`config.mk`:
```
export PLATFORM = sky130hd
export DESIGN_NAME = regfile_mp_scoreboard
export DESIGN_NICKNAME = d
export VERILOG_FILES = /design/src/rtl/regfile_pkg.sv /design/src/rtl/regfile_busy_sb.sv /design/src/rtl/regfile_mp_scoreboard.sv
export SDC_FILE = /design/constraint.sdc
export NUM_CORES = 2
export LEC_CHECK = 0
export CAP_MARGIN = 10
export CORE_AREA = 2 2 335 337
export DETAILED_ROUTE_END_ITERATION = 10
export DIE_AREA = 0 0 337 339
export PLACE_DENSITY = 0.65
export SYNTH_ARGS = -nofsm -noshare
export SYNTH_HDL_FRONTEND = slang
export SYNTH_HIERARCHICAL = 1
export SYNTH_SLANG_ARGS = --single-unit
```
`constraint.sdc`:
```
create_clock -name clk -period 5.65 [get_ports clk]
set_input_delay 1.13 -clock clk [delete_from_list [all_inputs] [get_ports clk]]
set_output_delay 1.13 -clock clk [all_outputs]
set_load 0.03 [all_outputs]
```
`src/rtl/regfile_pkg.sv`:
```
// Shared defaults, address-width helper and base types for the multi-port register file.
package regfile_pkg;

    localparam int unsigned XLEN_DEF  = 32;
    localparam int unsigned NREGS_DEF = 32;

    function automatic int unsigned addr_width(input int unsigned nregs);
        return (nregs <= 1) ? 1 : $clog2(nregs);
    endfunction

    localparam int unsigned AW_DEF = addr_width(NREGS_DEF);

    typedef logic [AW_DEF-1:0]   reg_addr_t;
    typedef logic [XLEN_DEF-1:0] reg_data_t;

    localparam reg_data_t REG_ZERO = '0;

endpackage

```
`src/rtl/regfile_busy_sb.sv`:
```
// Per-register pending-write scoreboard: set on issue, clear on writeback, flush-all,
// plus a registered count of busy registers.
module regfile_busy_sb
    import regfile_pkg::*;
#(
    parameter int unsigned NREGS = NREGS_DEF,
    parameter int unsigned NWR   = 1,
    parameter int unsigned AW    = addr_width(NREGS)
) (
    input  logic              clk,
    input  logic              rst_n,
    input  logic [NWR-1:0]    wr_en,
    input  logic [NWR*AW-1:0] wr_addr,
    input  logic              iss_en,
    input  logic [AW-1:0]     iss_rd,
    input  logic              flush,
    output logic [NREGS-1:0]  busy,
    output logic [AW:0]       busy_cnt
);

    logic [NREGS-1:0] busy_nxt;
    logic [AW:0]      cnt_nxt;

    // Priority low to high: clear, set (newer producer), flush.
    always_comb begin
        busy_nxt = busy;
        for (int unsigned j = 0; j < NWR; j++) begin
            if (wr_en[j] && wr_addr[j*AW +: AW] != '0)
                busy_nxt[wr_addr[j*AW +: AW]] = 1'b0;
        end
        if (iss_en && iss_rd != '0)
            busy_nxt[iss_rd] = 1'b1;
        if (flush)
            busy_nxt = '0;
        busy_nxt[0] = 1'b0;
    end

    always_comb begin
        cnt_nxt = '0;
        for (int unsigned i = 0; i < NREGS; i++)
            cnt_nxt = cnt_nxt + {{AW{1'b0}}, busy_nxt[i]};
    end

    always_ff @(posedge clk or negedge rst_n) begin
        if (!rst_n) begin
            busy     <= '0;
            busy_cnt <= '0;
        end else begin
            busy     <= busy_nxt;
            busy_cnt <= cnt_nxt;
        end
    end

endmodule

```
`src/rtl/regfile_mp_scoreboard.sv`:
```
// Multi-port integer register file with same-cycle write bypass and a busy scoreboard
// for hazard stalls; x0 is hardwired to zero and never busy.
module regfile_mp_scoreboard
    import regfile_pkg::*;
#(
    parameter int unsigned XLEN   = XLEN_DEF,
    parameter int unsigned NREGS  = NREGS_DEF,
    parameter int unsigned NRD    = 2,
    parameter int unsigned NWR    = 1,
    parameter int unsigned BYPASS = 1,
    localparam int unsigned AW    = addr_width(NREGS)
) (
    input  logic                clk,
    input  logic                rst_n,
    input  logic [NRD*AW-1:0]   rd_addr,
    output logic [NRD*XLEN-1:0] rd_data,
    output logic [NRD-1:0]      rd_busy,
    input  logic [NWR-1:0]      wr_en,
    input  logic [NWR*AW-1:0]   wr_addr,
    input  logic [NWR*XLEN-1:0] wr_data,
    input  logic                iss_en,
    input  logic [AW-1:0]       iss_rd,
    input  logic                flush,
    output logic [AW:0]         busy_cnt
);

    logic [XLEN-1:0]  regs [NREGS];
    logic [NREGS-1:0] busy;
    logic [AW-1:0]    ra;
    logic             hit;
    logic [XLEN-1:0]  val;

    // Ascending port order makes the highest-index writer win on an address collision.
    always_ff @(posedge clk or negedge rst_n) begin
        if (!rst_n) begin
            for (int unsigned i = 0; i < NREGS; i++)
                regs[i] <= '0;
        end else begin
            for (int unsigned j = 0; j < NWR; j++) begin
                if (wr_en[j] && wr_addr[j*AW +: AW] != '0)
                    regs[wr_addr[j*AW +: AW]] <= wr_data[j*XLEN +: XLEN];
            end
        end
    end

    // Reads are forced to zero during reset so bypassed write data cannot leak out.
    always_comb begin
        rd_data = '0;
        rd_busy = '0;
        ra      = '0;
        hit     = 1'b0;
        val     = '0;
        for (int unsigned k = 0; k < NRD; k++) begin
            ra  = rd_addr[k*AW +: AW];
            hit = 1'b0;
            val = regs[ra];
            for (int unsigned j = 0; j < NWR; j++) begin
                if (BYPASS != 0 && wr_en[j] && wr_addr[j*AW +: AW] == ra) begin
                    hit = 1'b1;
                    val = wr_data[j*XLEN +: XLEN];
                end
            end
            if (rst_n && ra != '0) begin
                rd_data[k*XLEN +: XLEN] = val;
                rd_busy[k]              = busy[ra] & ~hit;
            end
        end
    end

    regfile_busy_sb #(
        .NREGS (NREGS),
        .NWR   (NWR),
        .AW    (AW)
    ) u_busy_sb (
        .clk      (clk),
        .rst_n    (rst_n),
        .wr_en    (wr_en),
        .wr_addr  (wr_addr),
        .iss_en   (iss_en),
        .iss_rd   (iss_rd),
        .flush    (flush),
        .busy     (busy),
        .busy_cnt (busy_cnt)
    );

endmodule

```
==> flow_summary_export.csv <==
group,metric,value,unit
worst_setup_path,worstPathMaxFanout,3,
synth,synth_area,58100,sq um
clock_network,clockBufferDepth,3,
worst_setup_path,cp_common_cell,"buf_4",
job,maxCapViolCount,0,
worst_setup_path,cp.required,6.26,ns
synth,synth_ff_type,"dfrtp_1",
synth,synth_area_leaders,"dfrtp_1 (46%), mux2_2 (20%), mux4_2 (20%)",
floorplan,rows,122,
floorplan,io_pins,129,
synth,syn_nets,4006,
placed_design,dp.cells,5318,
timing,slew_headroom,0.205,
final_layout,nets,4080,
detailed_routing,dr.pass1.iters,6,
synth,synth_edf_count,0,
timing,setup_slack,-0.169,ns
detailed_routing,drt_iter0_markers,3287,
synth,ys_ff_latch,1061,
detailed_routing,wl,175,mm
timing,tns,-0.169,ns
synth,synthArstFlopShare,1.00,
synth,yosysSeqAreaShare,0.457,
outcome,violations,"negative setup slack",
detailed_routing,vias_per_cell,6.63,
final_layout,fin_area,66300,sq um
floorplan,die_area,114000,sq um
detailed_routing,drcViolationCount,0,
global_routing,grt_usage,0.310,
outcome,status,"finished with violations",
detailed_routing,ant_nets,0,
global_routing,grt_max_degree,176,
clock_network,clkLatencyLatePin,0.72,ns
detailed_routing,vias,36970,
detailed_routing,wire_per_inst,31.3,um
placed_design,port_buffers,128,
floorplan,die-width,337,um
worst_setup_path,cp-start-kind,"primary input",
worst_hold_path,hold_class,"primary input to asynchronous set/reset pin",
synth,synth.most_common_cell,"dfrtp_1",
timing,slew_viol_final,0,
floorplan,core_region_area,110000,sq um
timing,timing.final.crit_share,1.03,
placed_design,place_hpwl,104,mm
timing,tightest_slew,1.19,ns
timing,finClkSkew,0.0259,ns
pwr,p_per_area,341,nW/um^2
global_routing,grt_overflow,0,
global_routing,antenna_found_initial,8,
timing,max_freq,172,MHz
timing,grt_setup_unrepaired,"yes",
final_layout,drive_gt1_frac,0.536,
clock_network,numCtsBuffers,116,
synth,synth_common_cells,"dfrtp_1 (1,061), mux2_2 (1,057), mux4_2 (526)",
placed_design,routabilityCongestion,0.845,
worst_setup_path,critical_path_class,"primary input to flop",
floorplan,start_util,0.526,
timing,finalSetupViolCount,1,
final_layout,final_util,0.601,
pwr,cellLeakagePower,28.9,nW
pwr,peakVddDrop,268,uV
clock_network,htree_levels,3,
timing,hold_violations,0,
placed_design,dpl-instance-area,61900,sq um
clock_network,cts.sinks,1061,
global_routing,grt_pass1_wl,260,mm
worst_setup_path,cp_slowest_stage_delay,0.41,ns
synth,syn_avg_cell_area,14.8,sq um
synth,yosysTopAreaCell,"dfrtp_1",
worst_setup_path,cp_data_arrival_time,6.43,ns
final_layout,final_cell_count_no_fill,5579,
clock_network,cts_tree,"done",
worst_setup_path,crit_path_end_kind,"flop",
synth,yosys_warnings,6,
worst_setup_path,cp_slowest_cell,"or3b_4",
synth,synthDistinctLibCells,58,
synth,synth_top_cell_area_share,0.457,
global_routing,grt_pass1_vias,38072,
synth,synth_cells,3919,
final_layout,area_growth,14.1,%
clock_network,path_clk_slew,0.06,ns
clock_network,root_buffer,"clkbuf_16",
floorplan,die_h,339,um
timing,period_minus_slack,5.82,ns
## worst max-delay path: cells and delay by family
family | cells | cell delay [ns]
and+or+nand+nor | 1 | 0.41
AOI/OAI and AO/OA | 2 | 0.30
buffers and inverters | 37 | 4.58
## layer usage
layer / global-route usage / vias up / share of wire
li1: - / 15166 / -
met1: 0.451 / 20123 / 0.44
met2: 0.474 / 1338 / 0.46
met3: 0.0589 / 337 / 0.067
met4: 0.0973 / 6 / 0.034
met5: 0 / - / 0.00025
## power breakdown
part           internal, mW  total (mW)  leakage, nW  switching (mW)
registers              9.00        10.0         13.6           0.999
clock network          4.64        7.88         1.95            3.24
logic                  2.86        4.73         13.3            1.87
total                  16.5        22.6         28.9            6.10
## registers in the layout, indices dropped and copies added, names as in the netlist
| name | flops |
|---|---|
| regs | 1024 |
| u_busy_sb/busy | 31 |
| u_busy_sb/busy_cnt | 6 |
## cell families (layout without fill, tap and decap cells)
logic type,count (synthesis),count (layout),synth area share
AND/OR/NAND/NOR,315,316,0.0247
other,1,3,0.0000646
buffers and inverters,461,630,0.0353
flip-flops,1061,1061,0.457
multiplexers,1749,1749,0.438
AO/OA/AOI/OAI,292,292,0.0342
XOR/XNOR,10,10,0.00151
adder cells (fa/ha/maj),30,30,0.00944
## final timing paths
| kind | start | end | slack, ns | cells after the start |
|---|---|---|---|---|
| max in group asynchronous | rst_n | regs[451] | 3.27 | 3 |
| worst max register to register | u_busy_sb/busy[10] | u_busy_sb/busy[10] | 0.41 | 38 |
| worst min register to register | regs[1023] | regs[1023] | 0.39 | 0 |
| worst max-delay path | wr_addr[2] | u_busy_sb/busy[10] | -0.17 | 40 |
| min in group clk | regs[1023] | regs[1023] | 0.39 | 0 |
| worst min-delay path | rst_n | u_busy_sb/busy_cnt[3] | 0.31 | 1 |
## cell usage in the layout (no fill, tap or decap), types with 4 or more instances in the layout
cell type	synthesis	routed
mux4_2	526	526
or3b_4	0	4
mux2i_1	166	166
clkbuf_16	0	119
inv_1	29	22
a22oi_1	33	33
mux2_2	1057	1057
nand2_4	0	7
buf_6	10	16
o21ai_1	49	43
nand2_1	206	190
a221oi_1	36	36
buf_12	0	70
clkinv_2	0	27
nor2_4	0	17
ha_1	7	7
a32o_1	4	4
o21ai_2	0	13
clkbuf_1	201	26
o211ai_1	29	29
nand3b_1	12	12
clkdlybuf4s50_1	0	41
clkbuf_2	0	5
nand3_1	9	9
clkbuf_8	0	26
dfrtp_1	1061	1061
inv_2	1	8
o21ai_0	77	67
bufinv_16	0	10
o21a_1	16	16
xnor2_1	8	8
nor2_1	24	7
nand2_2	0	9
buf_4	24	243
nor2b_1	33	31
fa_1	23	20
o221ai_1	32	32
buf_8	0	5
## metrics by stage
stage               hold WS [ns]  power (mW)  setup slack (ns)
global route               0.302        23.5            -0.178
global placement           0.378        14.7             -1.07
CTS                        0.272        22.7           -0.0435
floorplan                  0.441        13.3            -0.337
finish                     0.309        22.6            -0.169
detailed placement         0.384        14.8             -1.19
## what timing repair did
item | CTS | global route
gates cloned | 1 | 0
hold buffers | 0 | 0
setup buffers | 41 | 4
setup endpoints to repair | 5 | 6
resized for setup | 38 | 60
pin swaps | 8 | 8
## layout make-up
class                           instances  area, sq um
Fill cell                            8449        44100
Multi-Input combinational cell       2398        29800
Sequential cell                      1061        26600
Timing Repair Buffer                  385         3970
Clock buffer                          171         3430
Tap cell                             1488         1860
Clock inverter                         43          500
Inverter                               31          121
Antenna cell                            2         5.00
Power figures use the tool's default switching activity.
